===== config.mk =====
export PLATFORM = sky130hd
export DESIGN_NAME = line_fill_buffer
export DESIGN_NICKNAME = d
export VERILOG_FILES = /design/src/rtl/line_fill_buffer.sv
export SDC_FILE = /design/constraint.sdc
export NUM_CORES = 1
export LEC_CHECK = 0
export CAP_MARGIN = 20
export CORE_MARGIN = 5
export CORE_UTILIZATION = 58
export CTS_BUF_LIST = sky130_fd_sc_hd__clkbuf_2 sky130_fd_sc_hd__clkbuf_4 sky130_fd_sc_hd__clkbuf_8
export CTS_CLUSTER_SIZE = 10
export DETAILED_ROUTE_END_ITERATION = 8
export PLACE_DENSITY = 0.95
export SETUP_SLACK_MARGIN = 0.3
export SYNTH_ARGS = -nofsm -noshare
export SYNTH_HDL_FRONTEND = slang
export SYNTH_SLANG_ARGS = --single-unit

===== constraint.sdc =====
create_clock -name clk -period 8.3 [get_ports clk]
set_clock_uncertainty 0.2 [all_clocks]
set_input_delay 1.245 -clock clk [delete_from_list [all_inputs] [get_ports clk]]
set_output_delay 1.245 -clock clk [all_outputs]
set_load 0.02 [all_outputs]

===== src/rtl/line_fill_buffer.sv =====
// Line fill buffer: a 16-byte line is filled critical-byte-first from memory, with wrap-around,
// and accepts single-byte store writes whenever a fill is not in progress.
module line_fill_buffer (
    input  logic       clk,
    input  logic       reset,
    input  logic       fill_start,
    input  logic [3:0] start_off,
    input  logic       fill_valid,
    input  logic [7:0] fill_data,
    output logic       fill_ready,
    input  logic       wr_en,
    input  logic [3:0] wr_sel,
    input  logic [7:0] wr_data,
    output logic [7:0] out0,
    output logic [7:0] out1,
    output logic [7:0] out2,
    output logic [7:0] out3,
    output logic [7:0] out4,
    output logic [7:0] out5,
    output logic [7:0] out6,
    output logic [7:0] out7,
    output logic [7:0] out8,
    output logic [7:0] out9,
    output logic [7:0] out10,
    output logic [7:0] out11,
    output logic [7:0] out12,
    output logic [7:0] out13,
    output logic [7:0] out14,
    output logic [7:0] out15,
    output logic       busy,
    output logic       crit_valid,
    output logic       line_done
);

    typedef enum logic [1:0] {IDLE, FILL, DONE} state_t;

    state_t     state_reg, state_next;
    logic [3:0] ptr_reg;
    logic [3:0] cnt_reg;
    logic [7:0] line_reg [16];
    logic       crit_reg;
    logic       xfer;

    // fill_ready is exactly state==FILL, so a transfer needs only fill_valid in FILL.
    assign xfer = (state_reg == FILL) && fill_valid;

    always_ff @(posedge clk or posedge reset) begin
        if (reset) begin
            state_reg <= IDLE;
        end else begin
            state_reg <= state_next;
        end
    end

    always_comb begin
        state_next = state_reg;
        case (state_reg)
            IDLE:    if (fill_start) state_next = FILL;
            FILL:    if (xfer && (cnt_reg == 4'd15)) state_next = DONE;
            DONE:    state_next = IDLE;
            default: state_next = IDLE;
        endcase
    end

    always_comb begin
        fill_ready = 1'b0;
        busy       = 1'b0;
        line_done  = 1'b0;
        case (state_reg)
            FILL:    begin fill_ready = 1'b1; busy = 1'b1; end
            DONE:    line_done = 1'b1;
            default: ;
        endcase
    end

    always_ff @(posedge clk or posedge reset) begin
        if (reset) begin
            ptr_reg  <= 4'd0;
            cnt_reg  <= 4'd0;
            crit_reg <= 1'b0;
            for (int i = 0; i < 16; i++) begin
                line_reg[i] <= 8'h00;
            end
        end else begin
            crit_reg <= xfer && (cnt_reg == 4'd0);
            // Stores are blocked during FILL, so they never collide with a fill write.
            if (wr_en && (state_reg != FILL)) begin
                line_reg[wr_sel] <= wr_data;
            end
            if ((state_reg == IDLE) && fill_start) begin
                ptr_reg <= start_off;
                cnt_reg <= 4'd0;
            end
            if (xfer) begin
                line_reg[ptr_reg] <= fill_data;
                ptr_reg           <= ptr_reg + 4'd1;
                cnt_reg           <= cnt_reg + 4'd1;
            end
        end
    end

    assign crit_valid = crit_reg;

    assign out0  = line_reg[0];
    assign out1  = line_reg[1];
    assign out2  = line_reg[2];
    assign out3  = line_reg[3];
    assign out4  = line_reg[4];
    assign out5  = line_reg[5];
    assign out6  = line_reg[6];
    assign out7  = line_reg[7];
    assign out8  = line_reg[8];
    assign out9  = line_reg[9];
    assign out10 = line_reg[10];
    assign out11 = line_reg[11];
    assign out12 = line_reg[12];
    assign out13 = line_reg[13];
    assign out14 = line_reg[14];
    assign out15 = line_reg[15];

endmodule


==> results.toml <==
[synth]
synth_nets = 963
synth-edff-count = 0
yosys.area_share.simple_pct = 25.42
synth_warnings = 0
synth_ff_type = "dfrtp_1"
syn_avg_cell_area_um2 = 8.938
synth-async-reset-ratio_pct = 100.0
synth_xor_area_share_pct = 0.2112
synth_top_family_by_area = "simple AND/OR/NAND/NOR gates"
synthAdderAreaFrac_pct = 0.9051
synthCells = 928
synth_seq_cells = 139
synth-compound-area-share_pct = 23.08
synth.yosys.seq_area_share_pct = 41.94
ys_types = 47
netlist_area_um2 = 8294
synth_mux_area_share_pct = 0.2564

[sta]
setup-tns-final_ns = 0
relSlewSlack_pct = 15.17
hold_viol = 0
rsz0062_at_grt = "no"
fmax_mhz = 244.0
maxSlewViolCount = 0
layout_min_cycle_time_ns = 4.098
setup_viol = 0
worstMarginPinSlew_ns = 1.270
timing.hold.ws_ns = 0.3193
fin_crit_sh_pct = 49.38

[worst_setup_path]
worstReg2RegStart = "state_reg[0]$_DFFE_PP0P_"
reg2regPathDepth = 5
cp_data_arrival_time_ns = 2.65
worst_ep_required_time_ns = 6.86
slowest_delay_ns = 0.69
critPathLaunchType = "flip-flop"
crit_slowest_cell = "clkdlybuf4s50_1"
regToRegSetupSlack_ns = 5.08
reg2reg_to = "out9[0]$_DFF_PP0_"
critPathBufInv = 2
path_delay_family = "buffers and inverters"
worstSetupPathType = "reg -> out"
crit_chain = "nand2b_4 > inv_4 > clkdlybuf4s50_1"
endpoint_kind = "output pin"
cp_max_fo = 60

[global_routing]
grt_pass1_wl_mm = 48.07
globalRouteTotalUtil_pct = 36.53
top_usage_layer = "met2"
grt.overflow.total = 0
grt_pass1_vias = 8599
grt_max_degree = 94
antenna_found_initial = 0
met2_usage_pct = 50.68
use_met3_pct = 14.63
globalRouteMet1Util_pct = 48.65

[clock_network]
htreeDepth = 4
clock_latency_ns = 0.46
cts_max_path_buffers = 2
cts_sinks = 139
clk_pin_slew_ns = 0.07
cts_root_buf = "clkbuf_8"
cts_tree = "built"
hold_buffers = 0
numCtsBuffers = 17
cts_setup_buffers = 0
post_cts_resized = 0

[placement]
io_buffers = 160
gp_congestion = 0.9852
dp_hpwl_mm = 18.91

[hold_path]
min_from = "cnt_reg[3]$_DFFE_PP0P_"
whs_path_depth = 1
holdPathEnd = "crit_valid$_DFF_PP0_"
hold_path.class = "reg -> reg"

[power]
p_leak_uw = 0.003355
power.density_nw_per_um2 = 391.2
ir_drop_mv = 0.2355

[detailed_routing]
routed_wl_mm = 31.22
first_iter_violations = 2244
drt_pass1_iterations = 8
drt-wirelength-per-cell_um = 26.75
antenna_left = 0
routed_via_density = 7.854
dr_total_vias = 9166
drc = 0

[floorplan]
initial_core_util_pct = 59.52
rows = 43
dieHeight_um = 129.6
ios = 161
dieArea_um2 = 16790
core_um2 = 13930
die_w_um = 129.6

[cells_and_area]
final_net_count = 1014
synthToLayoutAreaGrowth_pct = 20.44
fillers = 971
drive_gt1_share_pct = 7.599
num_antenna_cells = 0

[job]
drv_cap = 0

[outcome]
status = "completed"
-- worst register-to-register path, cell delays in order (launching register included) --
cell and delay [ns]:
dfrtp_1 0.56, nand2b_4 0.44, inv_4 0.50, buf_4 0.88, o31ai_1 0.31, a31oi_1 0.25
-- area by class of cell --
class / instances / area, um2 / area share, %
Clock buffer: 25 / 331.6 / 3.319
Timing Repair Buffer: 177 / 1729 / 17.31
Tap cell: 180 / 225.2 / 2.255
Multi-Input combinational cell: 635 / 4151 / 41.56
Sequential cell: 139 / 3478 / 34.82
Clock inverter: 2 / 35.03 / 0.3507
Inverter: 9 / 38.79 / 0.3883
-- cell usage after synthesis (all sizes together) (8+ instances only) --
library cell  instances  area share, %
a31oi               129            9.7
and2                  8           0.60
and4                  8           0.84
and4b                11            1.3
buf                  64            4.1
clkbuf               81            3.7
dfrtp               139             42
inv                   8           0.36
nand2                 8           0.39
nand3                71            4.3
nand4                74            5.6
nor2b                13           0.98
nor3                120            7.2
nor4                  8           0.60
o31ai               128             12
-- worst max-delay path by stage --
stage,start,to,slack [ns],depth (start not counted)
after detailed placement,wr_sel[2],out6[0]$_DFF_PP0_,4.28,5
after global routing,state_reg[0]$_DFFE_PP0P_,fill_ready,4.06,3
after CTS,state_reg[0]$_DFFE_PP0P_,fill_ready,4.26,3
after floorplan,reset,cnt_reg[0]$_DFFE_PP0P_,3.13,1
after global placement,wr_sel[2],out4[7]$_DFF_PP0_,4.39,5
final,state_reg[0]$_DFFE_PP0P_,busy,4.20,3
-- where the power goes --
group / internal [uW] / leakage (uW) / total, uW / switching (uW)
registers: 1020 / 0.00162 / 1320 / 297
logic: 870 / 0.00154 / 2050 / 1180
clock network: 283 / 0.000193 / 535 / 252
-- per-stage QoR --
stage	instance area [um2]	util, %	std cells	setup WS (ns)	power, uW
floorplan	8294	-	928	3.130	2383
global route	9990	71.69	1167	4.060	4055
CTS	9982	71.64	1166	4.263	3849
global placement	9615	69.00	1139	4.395	3271
detailed placement	9615	69.00	1139	4.281	3317
finish	9990	71.69	1167	4.202	3908
-- placed cells by master, fill, tap and decap left out, types with 3 or more instances in the layout --
| cell | n |
|---|---|
| clkdlybuf4s50_1 | 160 |
| dfrtp_1 | 139 |
| a31oi_1 | 129 |
| nor3_1 | 120 |
| o31ai_1 | 113 |
| nand4_1 | 74 |
| nand3_1 | 71 |
| clkbuf_8 | 23 |
| buf_4 | 17 |
| o31ai_2 | 15 |
| nor2b_1 | 11 |
| and4b_1 | 11 |
| and2_1 | 8 |
| and4_1 | 8 |
| nor4_1 | 8 |
| nand2_1 | 7 |
| and4bb_2 | 6 |
| nand2b_1 | 6 |
| nand4b_1 | 6 |
| inv_1 | 6 |
| nor2_1 | 6 |
| ha_1 | 6 |
| nand3b_1 | 3 |
| nor4b_1 | 3 |
| o21ai_0 | 3 |
-- cells by family (layout without fill, tap and decap cells) --
logic type,after synthesis,after routing
flip-flops,139,139
buffers and inverters,154,213
multiplexers,2,2
AND/OR/NAND/NOR,358,358
adder cells (fa/ha/maj),6,6
XOR/XNOR,2,2
AO/OA/AOI/OAI,267,267
-- layer usage --
metal | up-vias | part of all wire, % | wire length, um
met5 | - | 0 | 0
met4 | 0 | 7.8 | 2439
met3 | 296 | 17 | 5410
met2 | 1016 | 41 | 12680
met1 | 4111 | 34 | 10690
li1 | 3743 | - | -
(Power assumes the default switching activity.)
